## src/rtl/riscv_mem_pkg.sv

```systemverilog
// Shared RV32I load/store encodings, FSM states and request-decode helpers
// for the data memory unit.
package riscv_mem_pkg;

    localparam logic [2:0] F3_B  = 3'd0;
    localparam logic [2:0] F3_H  = 3'd1;
    localparam logic [2:0] F3_W  = 3'd2;
    localparam logic [2:0] F3_BU = 3'd4;
    localparam logic [2:0] F3_HU = 3'd5;

    typedef enum logic [1:0] {
        ST_IDLE = 2'd0,
        ST_BUSY = 2'd1,
        ST_DONE = 2'd2
    } state_t;

    // Stores only have SB/SH/SW; loads additionally allow LBU/LHU.
    function automatic logic func3_legal(input logic write, input logic [2:0] f3);
        if (write)
            return (f3 <= F3_W);
        return (f3 != 3'd3) && (f3 != 3'd6) && (f3 != 3'd7);
    endfunction

    function automatic logic is_misaligned(input logic [2:0] f3, input logic [1:0] lo);
        case (f3)
            F3_H, F3_HU: return lo[0];
            F3_W:        return (lo != 2'b00);
            default:     return 1'b0;
        endcase
    endfunction

endpackage

```

## src/rtl/load_extend.sv

```systemverilog
// Selects the addressed byte/half lane of a RAM word and sign- or zero-extends it.
module load_extend
    import riscv_mem_pkg::*;
(
    input  logic [31:0] word,
    input  logic [1:0]  addr_lo,
    input  logic [2:0]  func3,
    output logic [31:0] data
);

    logic [7:0]  byte_lane;
    logic [15:0] half_lane;

    always_comb begin
        byte_lane = 8'h00;
        case (addr_lo)
            2'd0:    byte_lane = word[7:0];
            2'd1:    byte_lane = word[15:8];
            2'd2:    byte_lane = word[23:16];
            default: byte_lane = word[31:24];
        endcase
        half_lane = addr_lo[1] ? word[31:16] : word[15:0];

        data = 32'h0;
        case (func3)
            F3_B:    data = {{24{byte_lane[7]}}, byte_lane};
            F3_BU:   data = {24'h0, byte_lane};
            F3_H:    data = {{16{half_lane[15]}}, half_lane};
            F3_HU:   data = {16'h0, half_lane};
            F3_W:    data = word;
            default: data = 32'h0;
        endcase
    end

endmodule

```

## src/rtl/data_mem_unit.sv

```systemverilog
// Load/store unit between the core and a variable-latency word RAM; stalls the core until done.
// Optional MISALIGN_TRAP_EN: misaligned accesses report err instead of being force-aligned.
module data_mem_unit
    import riscv_mem_pkg::*;
#(
    parameter int ADDR_W  = 32,
    parameter int TIMEOUT = 15
)(
    input  logic              clk,
    input  logic              rst,
    input  logic              req_valid,
    input  logic              req_write,
    input  logic [2:0]        req_func3,
    input  logic [ADDR_W-1:0] req_addr,
    input  logic [31:0]       req_wdata,
    output logic              stall,
    output logic              done,
    output logic [31:0]       rdata,
    output logic              err,
    output logic              mem_req,
    output logic              mem_we,
    output logic [3:0]        mem_be,
    output logic [ADDR_W-1:0] mem_addr,
    output logic [31:0]       mem_wdata,
    input  logic              mem_ack,
    input  logic [31:0]       mem_rdata
);

    localparam logic [7:0] TIMER_LAST = 8'(TIMEOUT - 1);

    state_t      state_reg;
    logic        write_reg;
    logic [2:0]  func3_reg;
    logic [1:0]  lo_reg;
    logic [7:0]  timer_reg;

    logic        legal;
    logic        misaligned;
    logic [1:0]  lo_next;
    logic [3:0]  be_next;
    logic [31:0] wdata_next;
    logic [31:0] load_data;

    always_comb begin
        legal      = func3_legal(req_write, req_func3);
        misaligned = 1'b0;
`ifdef MISALIGN_TRAP_EN
        misaligned = is_misaligned(req_func3, req_addr[1:0]);
`endif
        // func3[1:0] is the access width for both signed and unsigned codes.
        case (req_func3[1:0])
            2'd0: begin
                lo_next = req_addr[1:0];
                be_next = 4'b0001 << req_addr[1:0];
            end
            2'd1: begin
                lo_next = {req_addr[1], 1'b0};
                be_next = 4'b0011 << {req_addr[1], 1'b0};
            end
            default: begin
                lo_next = 2'b00;
                be_next = 4'b1111;
            end
        endcase
    end

    for (genvar gi = 0; gi < 4; gi++) begin : g_lane
        assign wdata_next[gi*8 +: 8] =
            (req_func3[1:0] == 2'd0) ? req_wdata[7:0] :
            (req_func3[1:0] == 2'd1) ? req_wdata[(gi%2)*8 +: 8] :
                                       req_wdata[gi*8 +: 8];
    end

    load_extend u_load_extend (
        .word    (mem_rdata),
        .addr_lo (lo_reg),
        .func3   (func3_reg),
        .data    (load_data)
    );

    assign stall = ((state_reg == ST_IDLE) && req_valid) || (state_reg == ST_BUSY);

    always_ff @(posedge clk) begin
        if (rst) begin
            state_reg <= ST_IDLE;
            write_reg <= 1'b0;
            func3_reg <= 3'd0;
            lo_reg    <= 2'd0;
            timer_reg <= 8'd0;
            done      <= 1'b0;
            err       <= 1'b0;
            rdata     <= 32'h0;
            mem_req   <= 1'b0;
            mem_we    <= 1'b0;
            mem_be    <= 4'b0000;
            mem_addr  <= '0;
            mem_wdata <= 32'h0;
        end else begin
            case (state_reg)
                ST_IDLE: begin
                    if (req_valid) begin
                        write_reg <= req_write;
                        func3_reg <= req_func3;
                        lo_reg    <= lo_next;
                        timer_reg <= 8'd0;
                        if (!legal || misaligned) begin
                            state_reg <= ST_DONE;
                            done      <= 1'b1;
                            err       <= 1'b1;
                            rdata     <= 32'h0;
                        end else begin
                            state_reg <= ST_BUSY;
                            mem_req   <= 1'b1;
                            mem_we    <= req_write;
                            mem_be    <= be_next;
                            mem_addr  <= {req_addr[ADDR_W-1:2], 2'b00};
                            mem_wdata <= wdata_next;
                        end
                    end
                end
                ST_BUSY: begin
                    if (mem_ack || timer_reg == TIMER_LAST) begin
                        state_reg <= ST_DONE;
                        done      <= 1'b1;
                        err       <= !mem_ack;
                        rdata     <= (mem_ack && !write_reg) ? load_data : 32'h0;
                        mem_req   <= 1'b0;
                        mem_we    <= 1'b0;
                        mem_be    <= 4'b0000;
                    end else begin
                        timer_reg <= timer_reg + 8'd1;
                    end
                end
                default: begin
                    state_reg <= ST_IDLE;
                    done      <= 1'b0;
                    err       <= 1'b0;
                end
            endcase
        end
    end

endmodule
```

## config.mk

```make
export PLATFORM = sky130hd
export DESIGN_NAME = data_mem_unit
export DESIGN_NICKNAME = d
export VERILOG_FILES = /design/src/rtl/riscv_mem_pkg.sv /design/src/rtl/load_extend.sv /design/src/rtl/data_mem_unit.sv
export SDC_FILE = /design/constraint.sdc
export NUM_CORES = 1
export LEC_CHECK = 0
export CAP_MARGIN = 20
export CELL_PAD_IN_SITES_DETAIL_PLACEMENT = 1
export CELL_PAD_IN_SITES_GLOBAL_PLACEMENT = 2
export CORE_MARGIN = 2
export CORE_UTILIZATION = 21
export DETAILED_ROUTE_END_ITERATION = 10
export HOLD_SLACK_MARGIN = 0.08
export PLACE_DENSITY = 0.83
export SLEW_MARGIN = 40
export SYNTH_ARGS = -nofsm -noshare
export SYNTH_HDL_FRONTEND = slang
export SYNTH_SLANG_ARGS = --single-unit
```

## constraint.sdc

```tcl
create_clock -name clk -period 1.8 [get_ports clk]
set_input_delay 0.27 -clock clk [delete_from_list [all_inputs] [get_ports clk]]
set_output_delay 0.27 -clock clk [all_outputs]
set_load 0.01 [all_outputs]
```

; ---- Word-level counts from Yosys, hierarchy flattened
; Index checks and enable logic that the tools add are counted.
[op_classes]
add_sub_neg = 1
n_mul = 0
n_div = 0
order_cmp = 1
n_eq_ne = 17
shifts = 2
muxes = 42
n_bitwise = 0
n_reduce_logical = 20
[ops]
columns = operator, count
row1 = 32-bit case mux with 5 select lines, 1
row2 = 32-bit two-way mux, 4
row3 = 32-bit case mux with 2 select lines, 1
row4 = 8-bit two-way mux, 7
row5 = 8-bit case mux with 3 select lines, 1
row6 = 16-bit two-way mux, 1
row7 = 4-bit case mux with 2 select lines, 2
row8 = 8-bit case mux with 2 select lines, 1
row9 = 1-bit two-way mux, 12
row10 = 4-bit two-way mux, 3
row11 = 3-bit AND reduction, 3
row12 = "8-bit by 1-bit adder with 8-bit output, second input constant", 1
row13 = "8-bit by 4-bit equality test with 1-bit output, second input constant", 1
row14 = "2-bit != test, second input constant", 4
row15 = 1-bit case mux with 2 select lines, 4
row16 = 2-bit case mux with 2 select lines, 2
row17 = 4-bit AND reduction, 2
row18 = "2-bit by 1-bit equality test with 1-bit output, second input constant", 3
row19 = "3-bit equality test, second input constant", 2
row20 = 2-bit zero test, 3
row21 = 2-bit two-way mux, 3
row22 = "3-bit != test, second input constant", 2
row23 = 1-bit logical AND, 4
row24 = 2-bit AND reduction, 2
row25 = other kinds (12), 14
[totals]
reg_bits = 118
latch_bits = 0
ram_bits = 0
rom_bits = 0
in_bits = 104
output_inout_bits = 105
word_cells = 96
n_memories = 0

; ---- Logic depth before layout (Yosys ltp)
; Gate-level depths: netlist (run 1).
[depth]
ltp_word = 7
depth_mapped = 8
depth_no_buf = 7

; ---- By module
; A second synthesis (run 1) with hierarchy kept.
[hier_totals]
cells_unflattened = 635
area_unflattened_um2 = 5591.6
[by_module_without_submodules]
columns = module, n_inst, cells_per_inst, area_per_inst_um2, seq_area_each_um2
row1 = data_mem_unit, 1, 501, 4520.6, 2362.3
row2 = load_extend, 1, 134, 1071.0, 0.0

; ---- Worst setup path after synthesis (run 1)
; Ideal clock, no wire load.
[synth_timing]
path_kind = flip-flop to flip-flop
start = register timer_reg[0]
end = register done
setup_ps = 132
t_arrival_ps = 1724
required_time_ps = 1668
slack_ps = -56
path_stages_with_launch = 9
path_buffers = 1
synth_period_minus_slack_ps = 1856
cell_sequence = dfxtp_1 inv_1 ha_1 or4b_4 o31ai_4 buf_2 o311ai_1 nand2_1 a21oi_1
[synth_via]
elab_chain_len = 4
[synth_rtl]
columns = item, line
row1 = start: declaration, data_mem_unit.sv:35  ; logic [7:0] timer_reg;
row2 = start signal: assignment, data_mem_unit.sv:131  ; timer_reg <= timer_reg + 8'd1;
row3 = 8-bit by 4-bit equality test with 1-bit output, data_mem_unit.sv:122  ; if (mem_ack || timer_reg == TIMER_LAST) begin
row4 = 1-bit logical OR, data_mem_unit.sv:122
row5 = 2-bit by 1-bit != test with 1-bit output (no source line), --
row6 = 3-bit AND reduction (no source line), --
row7 = end signal: assignment, data_mem_unit.sv:108  ; done <= 1'b1;
row8 = end signal: assignment, data_mem_unit.sv:124  ; done <= 1'b1;
row9 = end signal: assignment, data_mem_unit.sv:136  ; done <= 1'b0;
row10 = end: declaration, data_mem_unit.sv:17  ; output logic done,
; Every way passes these cells.
; A chain may end at the register's enable or synchronous reset.

; ---- Worst setup path in the final report (run 1)
[layout_timing]
start = register timer_reg[0]
end = register timer_reg[0]
[layout_via]
elab_chain_len = 4
word_cells_on_any_way = 7
classes_between = 1 x add/sub / 2 x eq/ne / 2 x mux / 2 x reduce/logical
[layout_rtl]
columns = item
row1 = "parallel branches: the longest is 4 deep, another holds 8-bit by 1-bit adder with 8-bit output"
; Parallel ways; which one is timed is not known. The select of a mux whose other input is x is not followed.

==> impl_metrics.yaml, run 1 <==
outcome:
  status: "finished with violations"
  violations: "negative setup slack"
floorplanning:
  start_util: 0.2122
  die_w_um: 160.1
  ios: 209
  rows: 57
  die-area_mm2: 0.02563
  die_y_um: 160.1
  coreArea_mm2: 0.02411
placement:
  gp_congestion: 0.7630
  placed_area_mm2: 0.007819
  dp_hpwl_um: 13680
  placedCellCount: 1169
  io_buffers: 206
global_route:
  overflow: 0
  grt_usage: 0.1476
  antenna_found_initial: 1
  grt_max_degree: 53
  grt_pass1_vias: 5512
  grt_pass1_wl_um: 30180
clock_tree:
  cts-hold-fix-buffers: 0
  clock_tree.root_cell: "clkbuf_16"
  clk_latency_ps: 410
  cts_tree: "yes"
  cts_sinks: 118
  htree_levels: 4
  cts.clk_slew.worst_paths_ps: 60
  cts_buffers: 17
  cts_buffer_depth: 2
worst_setup_path:
  r2r_end: "timer_reg[0]"
  path_class: "flip-flop to flip-flop"
  path_common_cell: "buf_6"
  crit_fanout: 6
  arrival_ps: 2230
  end_kind: "flip-flop"
  crit_chain: "inv_2, ha_4, or4b_4, o31ai_4, buf_6, buf_6, buf_6, nand3_2, a21oi_1"
  critPathTopFamily: "simple AND/OR/NAND/NOR gates"
  required_ps: 2140
  slowest_stage: "or4b_4"
  startpoint: "timer_reg[0]"
  reg2reg_from: "timer_reg[0]"
  slowest_delay_ps: 470
  rr_worst_depth: 9
  worst-r2r-setup-slack_ps: -90
  start_kind: "flip-flop"
  critPathBufInv: 4
logic_synthesis:
  ys_seq_area_frac: 0.4617
  synth-simple-area-share: 0.2206
  yosys.area_share.adder: 0.004891
  netlist_instances: 643
  ys.flop_type: "dfxtp_1"
  synth_compound_area_frac: 0.2079
  synthTopCellsByArea: "dfxtp_1, nand2_1, a21oi_1"
  avgSynthCellArea_um2: 7.957
  yosysWarnings: 0
  synth_edf_count: 0
  synth_xor_area_frac: 0.003424
  synth_mux_area_frac: 0.05918
  synth_top_family_by_area: "simple AND/OR/NAND/NOR gates"
  ys_seq_elements: 118
  syn_area_mm2: 0.005116
  post-synth-top-count-cell: "nand2_1"
  yosys.area.top_type: "dfxtp_1"
  ys_types: 45
  async_flop_share: 0
  synth_common_cells: "nand2_1, dfxtp_1, a21oi_1, o21ai_0, nor2_1"
  synth_top_cell_area_share: 0.4617
route:
  post_drt_wl_per_cell_um: 15.83
  dr_wl_met3_um: 1168
  vias: 5326
  met2WireLength_um: 9375
  top_layer: "met4"
  ant_nets: 0
  drc_errors: 0
  drt_wl_total_um: 19090
  vias_per_cell: 4.416
  drt_iter0_drc: 196
  met1Wirelength_um: 8296
  drtPass1Iterations: 4
layout:
  final_cells: 1206
  fin_nets: 976
  fillCellCount: 2897
  area_growth_pct: 67.03
  reg.largest.list: "mem_wdata x32, rdata x32, mem_addr x30"
  final_util: 0.3545
  fin_area_mm2: 0.008546
  drive_gt1_frac: 0.1168
  diodes: 0
power_and_ir_drop:
  irDropWorstVdd_v: 0.0004836
  fin_total_pwr_mw: 7.524
  power_density_mw_per_mm2: 880.4
  leakage_nw: 3.039
min_path:
  hold-path-endpoint: "timer_reg[0]"
  hold_path.class: "input port to flip-flop"
  whs_path_depth: 2
  hold_start: "rst"
sta:
  skew_ps: 11.14
  setup_slack_ps: -87.66
  tns_ps: -1505
  setup_violations: 42
  finalMaxSlewViolations: 0
  max_freq_mhz: 529.8
  fin_crit_sh: 1.049
  rsz0062_at_grt: "true"
  final.min_clock_period_ps: 1888
  hold_viol: 0
run:
  drv_cap: 0
-- report_power, final --
part	leakage, nW	switching, mW	internal, mW	total [mW]
Sequential	0.962	0.0802	2.75	2.83
Clock	0.272	1.25	2.09	3.35
Combinational	1.80	0.634	0.716	1.35
Total	3.04	1.97	5.56	7.52
-- final cells by class --
| type | instances | area [µm²] | share of cell area |
|---|---|---|---|
| Multi-Input combinational cell | 475 | 2635 | 0.3083 |
| Timing Repair Buffer | 254 | 2557 | 0.2993 |
| Sequential cell | 118 | 2366 | 0.2769 |
| Clock buffer | 22 | 464.2 | 0.05432 |
| Tap cell | 324 | 405.4 | 0.04744 |
| Clock inverter | 9 | 102.6 | 0.01201 |
| Inverter | 4 | 15.01 | 0.001757 |
-- what timing repair did --
action,4_1_cts,5_1_grt
endpoints found under the setup margin,45,47
buffers inserted,4,3
gates cloned,0,0
pin swaps,15,10
resized for setup,20,9
-- layer usage --
metal  vias up  GRT usage
li1       2654          -
met1      2535     0.1765
met2       122     0.2515
met3        15    0.04935
met4         0    0.04382
met5         -          0
-- worst register-to-register path, cell delays in order (launching register included) --
cell,delay [ps]
dfxtp_2,320
inv_2,80
ha_4,130
or4b_4,470
o31ai_4,230
buf_6,170
buf_6,140
buf_6,100
nand3_2,60
a21oi_1,130
-- kinds of logic (layout without fill, tap and decap cells) --
| family | Yosys count | count (layout) |
|---|---|---|
| other | 1 | 2 |
| AND/OR/NAND/NOR | 258 | 258 |
| XOR/XNOR | 2 | 2 |
| adder cells (fa/ha/maj) | 2 | 2 |
| multiplexers | 30 | 30 |
| buffers and inverters | 51 | 289 |
| AO/OA/AOI/OAI | 181 | 181 |
| flip-flops | 118 | 118 |
-- worst max path at each step --
stage,end,slack (ps),cells after the start
2_1_floorplan,rdata[10],-9,8
3_3_place_gp,mem_be[2],-170,8
3_5_place_dp,mem_addr[8],-190,8
4_1_cts,mem_be[2],-100,7
5_1_grt,rdata[7],-170,8
6_report,timer_reg[0],-90,9
-- per-stage QoR --
stage | setup WS, ps | hold WS, ps
6_report | -87.66 | 164.4
5_1_grt | -168.1 | 159.7
4_1_cts | -98.30 | 146.4
3_5_place_dp | -192.7 | 445.6
3_3_place_gp | -168.2 | 438.5
2_1_floorplan | -8.760 | 402.6
-- layout by cell type (no fill, tap or decap), types with 3 or more instances in the layout --
cell,instances
a211oi_1,8
a21oi_1,86
a221oi_1,6
a311oi_1,8
a32o_1,3
and2_1,16
buf_12,9
buf_4,33
buf_6,7
clkbuf_1,3
clkbuf_16,17
clkdlybuf4s50_1,204
clkinv_2,4
clkinvlp_4,3
dfxtp_1,115
dfxtp_2,3
inv_1,3
mux2i_1,28
nand2_1,156
nand2b_1,10
nand3_1,5
nor2_1,43
nor2b_1,9
o21ai_0,50
o31ai_1,3
or3_1,4
Power figures use the tool's default switching activity.
==> inputs of run 2 (changes only) <==
Settings changed: CORE_UTILIZATION 21 to 31, DONT_BUFFER_PORTS set to 1, PLACE_DENSITY 0.83 to 0.82.
==> run 2 against run 1 <==
  * The flow finishes with violations (negative hold slack, negative setup slack)
  * Critical endpoint is now timer_reg[2]
  * Sequential power up 3%
  * Non-clock buffer count decreased by 219
  * Sequential cell count did not move
  * Highest routed layer unchanged
  * Routed wire length shrank 12%
  * Combinational power is 51% lower
  * Core utilization rose by 2.6 points
  * Total power down 11%
  * Via count fell by 13%
  * Critical path depth is the same
==> impl_metrics.yaml, run 2 (same netlist as run 1, synthesis figures left out) <==
worst_setup_path:
  slowest_stage: "or4b_4"
  critPathBufInv: 3
  path_class: "flip-flop to flip-flop"
  crit_fanout: 5
  slowest_delay_ps: 470
  required_ps: 2080
  crit_chain: "inv_2, ha_4, or4b_4, o31ai_4, buf_4, buf_6, nor2_1, xnor2_1, nor2_1"
  start_kind: "flip-flop"
  critPathTopFamily: "simple AND/OR/NAND/NOR gates"
  arrival_ps: 2240
  worst-r2r-setup-slack_ps: -160
  reg2reg_from: "timer_reg[0]"
  r2r_end: "timer_reg[2]"
  rr_worst_depth: 9
  path_common_cell: "nor2_1"
  end_kind: "flip-flop"
floorplanning:
  start_util: 0.3198
  rows: 46
  coreArea_mm2: 0.01600
  die-area_mm2: 0.01755
  die_w_um: 132.5
  ios: 209
  die_y_um: 132.5
global_route:
  grt_usage: 0.1918
  antenna_found_initial: 0
  grt_pass1_vias: 5040
  grt_max_degree: 111
  overflow: 0
  grt_pass1_wl_um: 26830
sta:
  rsz0062_at_grt: "true"
  setup_slack_ps: -161.0
  tightest_slew_ps: 527.5
  finalMaxSlewViolations: 0
  setup_violations: 45
  max_freq_mhz: 509.9
  max-slew-margin-rel: 0.6446
  final.min_clock_period_ps: 1961
  fin_crit_sh: 1.089
  tns_ps: -5015
  skew_ps: 5.979
  hold_slack_ps: -61.25
  hold_viol: 27
power_and_ir_drop:
  irDropWorstVdd_v: 0.0006317
  leakage_nw: 2.175
  power_density_mw_per_mm2: 1100
clock_tree:
  cts-hold-fix-buffers: 1
  cts_sinks: 118
  clk_latency_ps: 410
  cts.clk_slew.worst_paths_ps: 50
  clock_tree.root_cell: "clkbuf_16"
  cts_tree: "yes"
  cts_buffer_depth: 2
  htree_levels: 4
  cts_buffers: 17
route:
  vias_per_cell: 5.311
  drc_errors: 0
  drtPass1Iterations: 4
  drt_iter0_drc: 212
  ant_nets: 0
  drt_wl_total_um: 16800
  post_drt_wl_per_cell_um: 19.16
  vias: 4658
placement:
  dp_hpwl_um: 11920
  gp_congestion: 0.7854
  io_buffers: 0
min_path:
  hold_start: "rst"
  hold_path.class: "input port to flip-flop"
  hold-path-endpoint: "timer_reg[0]"
  whs_path_depth: 1
outcome:
  violations: "negative hold slack, negative setup slack"
  status: "finished with violations"
layout:
  drive_gt1_frac: 0.1241
  fin_nets: 757
  final_util: 0.3809
  reg.largest.list: "mem_wdata x32, rdata x32, mem_addr x30"
  diodes: 0
  area_growth_pct: 19.12
  layout_commonest_cell: "nand2_1"
  layout_common_cells: "nand2_1, dfxtp_1, a21oi_1"
run:
  drv_cap: 0
run 2: cell types whose count changed in the layout (fill, tap and decap cells not counted), sizes merged:
cell	previous run	this run
dlygate4sd2	1	0
bufinv	2	1
clkbuf	22	24
clkdlybuf4s50	204	0
dlygate4sd3	0	1
buf	49	34
clkinvlp	3	0
run 2: final cells by class:
class / count / area [µm²]
multi-input combinational: 475 / 2611
clock inverter: 5 / 50.05
timing repair buffer: 35 / 301.5
sequential: 118 / 2365
tap: 216 / 270.3
clock buffer: 24 / 481.7
fill: 1974 / 9906
inverter: 4 / 15.01
run 2: timing repair:
item | in CTS | in global routing
pin swaps | 12 | 5
resized for setup | 16 | 5
setup endpoints to repair | 45 | 48
endpoints found under the hold margin | 107 | 106
buffers inserted | 4 | 1
gates cloned | 1 | 0
run 2: how the worst max path moves through the flow:
stage,start,end,cells past startpoint
floorplan,timer_reg[0],rdata[10],8
global placement,timer_reg[0],mem_be[2],6
global route,timer_reg[0],timer_reg[2],9
finish,timer_reg[0],timer_reg[2],9
CTS,timer_reg[0],mem_be[2],7
detailed placement,timer_reg[0],mem_be[0],6
run 2: per-stage QoR:
step	std cells	instance area [µm²]	power, mW	setup WS, ps
3_5_place_dp	841	5431	3.601	-192.8
5_1_grt	877	6095	7.004	-219.2
3_3_place_gp	841	5431	3.564	-96.36
4_1_cts	876	6068	6.775	-126.8
6_report	877	6095	6.704	-161.0
2_1_floorplan	644	5127	3.430	-8.760
run 2: layer usage:
| metal | vias up | wire length (µm) | GRT usage |
|---|---|---|---|
| met3 | 21 | 1682 | 0.09004 |
| met5 | - | 0 | 0 |
| li1 | 2210 | - | - |
| met4 | 0 | 246 | 0.06213 |
| met1 | 2272 | 6494 | 0.2074 |
| met2 | 155 | 8376 | 0.3316 |
run 2: where the power goes:
part | total, mW | switching, mW | internal, mW
logic | 0.663 | 0.382 | 0.282
registers | 2.91 | 0.161 | 2.75
clock network | 3.13 | 1.16 | 1.97
